File: src/rtl/ring_pkg.sv
// Shared definitions for the ring router: header layout, direction encoding,
// ring distance and saturating-add helpers.
package ring_pkg;

    typedef enum logic [1:0] {
        DIR_CW  = 2'd0,
        DIR_CCW = 2'd1,
        DIR_PE  = 2'd2
    } ring_dir_e;

    // Destination field MSB sits this many bits below the flit width.
    localparam int DEST_MSB_OFS = 1;

    function automatic int id_width(input int n);
        return (n < 2) ? 1 : $clog2(n);
    endfunction

    // Hops needed going clockwise from node to dest.
    function automatic int unsigned ring_dist(input int unsigned dest,
                                              input int unsigned node,
                                              input int unsigned n);
        return (dest + n - node) % n;
    endfunction

    function automatic logic [31:0] sat_add(input logic [31:0] a, input logic [31:0] b);
        logic [32:0] s;
        s = {1'b0, a} + {1'b0, b};
        return s[32] ? '1 : s[31:0];
    endfunction

endpackage

File: src/rtl/ring_rr_arb.sv
// N-requester round-robin arbiter; pointer moves past the winner only when
// the caller reports the grant was actually taken.
module ring_rr_arb #(
    parameter int N = 2
) (
    input  logic         clk,
    input  logic         reset,
    input  logic [N-1:0] req,
    input  logic         advance,
    output logic [N-1:0] gnt
);

    localparam int PW = (N < 2) ? 1 : $clog2(N);
    localparam int IW = PW + 1;

    logic [PW-1:0] ptr_q, ptr_d, win;
    logic [IW-1:0] idx_w;
    logic [PW-1:0] idx;
    logic          found;

    always_comb begin
        gnt   = '0;
        found = 1'b0;
        win   = ptr_q;
        idx_w = '0;
        idx   = '0;
        for (int i = 0; i < N; i++) begin
            idx_w = {1'b0, ptr_q} + IW'(i);
            if (idx_w >= IW'(N)) idx_w = idx_w - IW'(N);
            idx = idx_w[PW-1:0];
            if (!found && req[idx]) begin
                gnt[idx] = 1'b1;
                found    = 1'b1;
                win      = idx;
            end
        end
        ptr_d = ptr_q;
        if (advance && found) ptr_d = (win == PW'(N - 1)) ? '0 : win + 1'b1;
    end

    always_ff @(posedge clk) begin
        if (reset) ptr_q <= '0;
        else       ptr_q <= ptr_d;
    end

endmodule

File: src/rtl/ring_router_vc.sv
// Bidirectional ring router node with even/odd one-flit VC buffers per input.
// Optional statistics counters are built when RING_ROUTER_STATS_EN is defined.
module ring_router_vc
    import ring_pkg::*;
#(
    parameter int NUM_NODES = 4,
    parameter int NODE_ID   = 0,
    parameter int DATA_W    = 64,
    parameter int ID_W      = id_width(NUM_NODES)
) (
    input  logic              clk,
    input  logic              reset,
    input  logic              polarity,
    input  logic              cwsi,
    input  logic              ccwsi,
    input  logic              pesi,
    output logic              cwri,
    output logic              ccwri,
    output logic              peri,
    input  logic [DATA_W-1:0] cwdi,
    input  logic [DATA_W-1:0] ccwdi,
    input  logic [DATA_W-1:0] pedi,
    output logic              cwso,
    output logic              ccwso,
    output logic              peso,
    input  logic              cwro,
    input  logic              ccwro,
    input  logic              pero,
    output logic [DATA_W-1:0] cwdo,
    output logic [DATA_W-1:0] ccwdo,
    output logic [DATA_W-1:0] pedo
`ifdef RING_ROUTER_STATS_EN
    ,
    output logic [31:0]       stat_fwd,
    output logic [31:0]       stat_inj,
    output logic [31:0]       stat_ej
`endif
);

    localparam int IN_CW   = 0;
    localparam int IN_CCW  = 1;
    localparam int IN_PE   = 2;
    localparam int DEST_HI = DATA_W - DEST_MSB_OFS;

    logic [DATA_W-1:0] buf_data_q [3][2];
    logic [DATA_W-1:0] buf_data_d [3][2];
    logic [1:0]        buf_vld_q  [3];
    logic [1:0]        buf_vld_d  [3];

    logic [2:0]        in_si, in_ri, off_vld, off_local, drain;
    logic [DATA_W-1:0] in_di    [3];
    logic [DATA_W-1:0] off_data [3];
    logic              off_idx;
    logic [ID_W-1:0]   pe_dest;
    ring_dir_e         pe_dir;

    logic [1:0] cw_req, cw_gnt, ccw_req, ccw_gnt;
    logic [2:0] pe_req, pe_gnt;
    logic       cw_xfer, ccw_xfer, pe_xfer;

    assign in_si    = {pesi, ccwsi, cwsi};
    assign in_di[0] = cwdi;
    assign in_di[1] = ccwdi;
    assign in_di[2] = pedi;
    assign off_idx  = ~polarity;

    // Capture side owns buf[polarity]; forward side only ever looks at buf[~polarity].
    always_comb begin
        for (int i = 0; i < 3; i++) begin
            in_ri[i]     = ~buf_vld_q[i][polarity];
            off_data[i]  = buf_data_q[i][off_idx];
            off_vld[i]   = buf_vld_q[i][off_idx];
            off_local[i] = off_vld[i] && (off_data[i][DEST_HI -: ID_W] == ID_W'(NODE_ID));
        end
    end

    assign cwri  = in_ri[IN_CW];
    assign ccwri = in_ri[IN_CCW];
    assign peri  = in_ri[IN_PE];

    always_comb begin
        pe_dest = off_data[IN_PE][DEST_HI -: ID_W];
        if (off_local[IN_PE])
            pe_dir = DIR_PE;
        else if (ring_dist(32'(pe_dest), 32'(NODE_ID), 32'(NUM_NODES)) <= 32'(NUM_NODES / 2))
            pe_dir = DIR_CW;
        else
            pe_dir = DIR_CCW;
    end

    assign cw_req  = {off_vld[IN_PE] && (pe_dir == DIR_CW),  off_vld[IN_CW]  && !off_local[IN_CW]};
    assign ccw_req = {off_vld[IN_PE] && (pe_dir == DIR_CCW), off_vld[IN_CCW] && !off_local[IN_CCW]};
    assign pe_req  = off_local;

    ring_rr_arb #(.N(2)) u_arb_cw  (.clk(clk), .reset(reset), .req(cw_req),  .advance(cw_xfer),  .gnt(cw_gnt));
    ring_rr_arb #(.N(2)) u_arb_ccw (.clk(clk), .reset(reset), .req(ccw_req), .advance(ccw_xfer), .gnt(ccw_gnt));
    ring_rr_arb #(.N(3)) u_arb_pe  (.clk(clk), .reset(reset), .req(pe_req),  .advance(pe_xfer),  .gnt(pe_gnt));

    assign cwso  = |cw_gnt;
    assign ccwso = |ccw_gnt;
    assign peso  = |pe_gnt;
    assign cwdo  = ({DATA_W{cw_gnt[0]}} & off_data[IN_CW]) | ({DATA_W{cw_gnt[1]}} & off_data[IN_PE]);
    assign ccwdo = ({DATA_W{ccw_gnt[0]}} & off_data[IN_CCW]) | ({DATA_W{ccw_gnt[1]}} & off_data[IN_PE]);
    assign pedo  = ({DATA_W{pe_gnt[0]}} & off_data[IN_CW]) | ({DATA_W{pe_gnt[1]}} & off_data[IN_CCW])
                 | ({DATA_W{pe_gnt[2]}} & off_data[IN_PE]);

    assign cw_xfer  = cwso & cwro;
    assign ccw_xfer = ccwso & ccwro;
    assign pe_xfer  = peso & pero;

    assign drain[IN_CW]  = (cw_xfer & cw_gnt[0]) | (pe_xfer & pe_gnt[0]);
    assign drain[IN_CCW] = (ccw_xfer & ccw_gnt[0]) | (pe_xfer & pe_gnt[1]);
    assign drain[IN_PE]  = (cw_xfer & cw_gnt[1]) | (ccw_xfer & ccw_gnt[1]) | (pe_xfer & pe_gnt[2]);

    always_comb begin
        buf_data_d = buf_data_q;
        buf_vld_d  = buf_vld_q;
        for (int i = 0; i < 3; i++) begin
            if (drain[i]) buf_vld_d[i][off_idx] = 1'b0;
            if (in_si[i] && in_ri[i]) begin
                buf_vld_d[i][polarity]  = 1'b1;
                buf_data_d[i][polarity] = in_di[i];
            end
        end
    end

    always_ff @(posedge clk) begin
        if (reset) buf_vld_q <= '{default: '0};
        else       buf_vld_q <= buf_vld_d;
        buf_data_q <= buf_data_d;
    end

`ifdef RING_ROUTER_STATS_EN
    logic [31:0] stat_fwd_q, stat_fwd_d, stat_inj_q, stat_inj_d, stat_ej_q, stat_ej_d;
    logic [1:0]  fwd_inc;

    // Both ring outputs can pass a flit in the same cycle.
    always_comb begin
        fwd_inc    = 2'(cw_xfer & cw_gnt[0]) + 2'(ccw_xfer & ccw_gnt[0]);
        stat_fwd_d = sat_add(stat_fwd_q, 32'(fwd_inc));
        stat_inj_d = sat_add(stat_inj_q, 32'((cw_xfer & cw_gnt[1]) | (ccw_xfer & ccw_gnt[1])));
        stat_ej_d  = sat_add(stat_ej_q, 32'(pe_xfer));
    end

    always_ff @(posedge clk) begin
        if (reset) begin
            stat_fwd_q <= '0;
            stat_inj_q <= '0;
            stat_ej_q  <= '0;
        end else begin
            stat_fwd_q <= stat_fwd_d;
            stat_inj_q <= stat_inj_d;
            stat_ej_q  <= stat_ej_d;
        end
    end

    assign stat_fwd = stat_fwd_q;
    assign stat_inj = stat_inj_q;
    assign stat_ej  = stat_ej_q;
`endif

endmodule

File: config.mk
export PLATFORM = sky130hd
export DESIGN_NAME = ring_router_vc
export DESIGN_NICKNAME = d
export VERILOG_FILES = /design/src/rtl/ring_pkg.sv /design/src/rtl/ring_rr_arb.sv /design/src/rtl/ring_router_vc.sv
export SDC_FILE = /design/constraint.sdc
export NUM_CORES = 1
export LEC_CHECK = 0
export BUFFER_PORTS_ARGS = -buffer_cell sky130_fd_sc_hd__buf_2
export CAP_MARGIN = 0
export CORE_AREA = 2 2 215 217
export DETAILED_ROUTE_END_ITERATION = 16
export DIE_AREA = 0 0 217 219
export SYNTH_ARGS = -nofsm -noshare
export SYNTH_HDL_FRONTEND = slang
export SYNTH_SLANG_ARGS = --single-unit
File: constraint.sdc
create_clock -name clk -period 15.95 [get_ports clk]
set_clock_uncertainty 0.1 [all_clocks]
set_input_delay 3.9875 -clock clk [delete_from_list [all_inputs] [get_ports clk]]
set_output_delay 3.9875 -clock clk [all_outputs]
set_load 0.02 [all_outputs]
==> metrics.md <==
| Metric | Value |
|---|---|
| Status | `finished, final reports clean` |
| CTS tree | `done` |
| Number of global-route vias before repair | `11,200` |
| Routed WL | `48.2 mm` |
| # hold bufs at CTS | `0` |
| RSZ-0062 raised after global routing | `false` |
| CP cell instances | `buf_8 > buf_4 > mux2i_1 > xnor2_1 > nor2_1 > a21o_2 > buf_4 > o22ai_1 > buf_2` |
| Port bufs | `398` |
| Synth warn | `0` |
| Count of cell types in the netlist | `54` |
| Post-synthesis register bit count | `394` |
| Sink Count | `394` |
| Worst vdd ir | `0.113 mV` |
| Tcrit/Tclk final | `75.5%` |
| Routed via count | `11,300` |
| Reg clk slew, reported paths | `0.06 ns` |
| Ys async rst share | `0%` |
| Final Setup Violations | `0` |
| Clock Latency Late Sink | `0.56 ns` |
| Critical path's largest stage delay | `0.81 ns` |
| Initial antenna violation count | `17` |
| Primary FF master, synth | `edfxtp_1` |
| Die X | `217 um` |
| Area grow syn2layout | `24.7%` |
| Slowest CP cell | `buf_4` |
| Ports | `399` |
| Root Driver | `clkbuf_16` |
| Placed cells | `1,990` |
| Vias per inst | `5.45` |
| First-pass GRT wire length | `69.7 mm` |
| Commonest non-fill, non-tap cell in the layout | `buf_2` |
| DRT Pass-1 Iters | `5` |
| Die area | `0.0475 mm2` |
| Fin cells | `2,082` |
| Cell Area, Synth | `0.0166 mm2` |
| Fmax | `83.0 MHz` |
| Post-synthesis sequential area ratio | `70.6%` |
| Setup TNS | `0 ns` |
| RePlAce Congestion | `0.802` |
| Clk buf depth | `3` |
| Number of synthesized flops with an enable pin | `384` |
| Total CTS buffers | `44` |
| Htree depth | `2` |
| Most frequent cell on the critical path | `buf_4` |
| Total gr overflow | `0` |
| Syn Inst Count | `1,047` |
| Die Ht | `219 um` |
| FP Rows | `78` |
| CP arrival | `7.96 ns` |
| CP required | `11.86 ns` |
| PostCTS Resize Cnt | `0` |
| Max cap viols | `0` |
| Critical path buffer and inverter count | `4` |
| Largest fanout on the critical path | `60` |
| Net Count, Synth | `1,252` |
| Final Net Count | `1,641` |
| Global-route usage over all layers | `19.7%` |
| Routed Antenna Nets | `0` |
| Max-Slew Margin vs Limit | `22.8%` |
| Leak Pwr | `8.21 nW` |
| Setup Fix Bufs, Post-CTS | `0` |
| Post-DR wirelength/cell | `23.1 um` |
| Pwr Density | `125 mW/mm2` |
| CP startpoint kind | `primary input` |
| Worst slew pin tran | `1.16 ns` |
| DR iter-0 viols | `936` |
| Crit end category | `primary output` |
| Initial Util | `36.9%` |
| Placeable Area | `0.0451 mm2` |
| Layout cells sized above 1 | `34.4%` |
| Min Clock Period, post-route | `12.05 ns` |
| Mean post-synth cell area | `15.9 um2` |
| Hpwl dp | `31.6 mm` |
| Final Slew Violations | `0` |
| Min-Delay Path Class | `reg2reg` |
| Endpoints failing hold | `0` |
| DRC viols | `0` |
| Largest net degree at the start of global routing | `68` |
| Crit path kind | `in2out` |
| Top delay family on crit path | `buffers and inverters` |
| Most frequent cells in the layout | `buf_2 (397), edfxtp_1 (384), mux2i_1 (198), o22ai_1 (128), o21ai_1 (66)` |
| Final Util | `46.0%` |
power by group:
| group | total [W] | switching, W | internal, W |
|---|---|---|---|
| Clock | 0.00102 | 0.000398 | 0.000620 |
| Sequential | 0.00121 | 0.0000138 | 0.00119 |
| Combinational | 0.000353 | 0.000236 | 0.000118 |
sequential cells by signal (all words and copies together) (netlist names):
signal           count
buf_data_q         384
buf_vld_q            6
u_arb_pe.ptr_q       2
u_arb_ccw.ptr_q      1
u_arb_cw.ptr_q       1
final cells by class:
| cell class | count | area (um2) |
|---|---|---|
| diodes | 13 | 32.5 |
| clock buffers | 54 | 1170 |
| clock inverters | 25 | 292 |
| fillers | 4014 | 24400 |
| inverters | 10 | 37.5 |
| multi-input cells | 567 | 4550 |
| flip-flops and latches | 394 | 11700 |
| well taps | 600 | 751 |
| repair buffers | 419 | 2160 |
per-layer routing:
| layer | global-route usage [%] | wire length (um) | share of wire, % | vias to the layer above |
|---|---|---|---|---|
| met3 | 4.28 | 3080 | 6.4 | 105 |
| met2 | 31.9 | 23100 | 48 | 506 |
| met5 | 0 | 38 | 0.079 | - |
| li1 | - | - | - | 5098 |
| met4 | 8.68 | 1680 | 3.5 | 6 |
| met1 | 25.6 | 20200 | 42 | 5623 |
worst reg2reg max path, cell delays in order (launching register included):
cell and delay [ns]:
dfxtp_1 0.34, inv_1 0.13, ha_1 0.30, inv_1 0.15, nor3_1 0.39, o221ai_1 0.20, a2bb2oi_1 0.27, a21boi_4 0.96
buf_4 0.62, o22ai_1 0.24, a211oi_2 0.27
cells by family after synthesis:
kind of cell | after synthesis | synth area share [%]
flip-flops | 394 | 70.6
AO/OA/AOI/OAI | 314 | 12.8
multiplexers | 198 | 11.9
buffers and inverters | 86 | 2.52
AND/OR/NAND/NOR | 50 | 1.79
adder cells (fa/ha/maj) | 4 | 0.301
XOR/XNOR | 1 | 0.0527
through the flow:
step / total power (W) / cell area (um2) / worst slack, ns / hold slack [ns]
finish: 0.00258 / 20700 / 3.90 / 0.432
global route: 0.00267 / 20700 / 3.74 / 0.475
CTS: 0.00261 / 20700 / 4.05 / 0.424
detailed placement: 0.00158 / 19200 / 4.06 / 0.422
global placement: 0.00158 / 19200 / 4.20 / 0.407
floorplan: 0.00145 / 16600 / 5.71 / 0.350
final timing paths:
| kind | from | slack, ns | endpoint | cells past startpoint |
|---|---|---|---|---|
| max | polarity | 3.90 | cwdo[46] | 9 |
| max reg2reg | u_arb_pe.ptr_q[0] | 11.90 | buf_vld_q[4] | 10 |
| min | u_arb_cw.ptr_q | 0.43 | u_arb_cw.ptr_q | 1 |
| min reg2reg | u_arb_cw.ptr_q | 0.43 | u_arb_cw.ptr_q | 1 |
cell usage after synthesis (5+ instances only):
library cell,number,share of area [%]
nor2_1,15,0.34
mux2i_1,198,12
nand2_1,7,0.16
o22a_1,65,3.4
clkbuf_1,41,0.93
o21ai_0,9,0.27
edfxtp_1,384,69
buf_2,8,0.24
o22ai_1,128,4.8
o21ai_1,66,2.0
dfxtp_1,10,1.2
a21oi_1,8,0.24
buf_4,5,0.23
buf_6,9,0.61
inv_1,10,0.23
buf_1,13,0.29
nor3b_1,6,0.27
No activity file was read; power rests on OpenSTA's default activity.
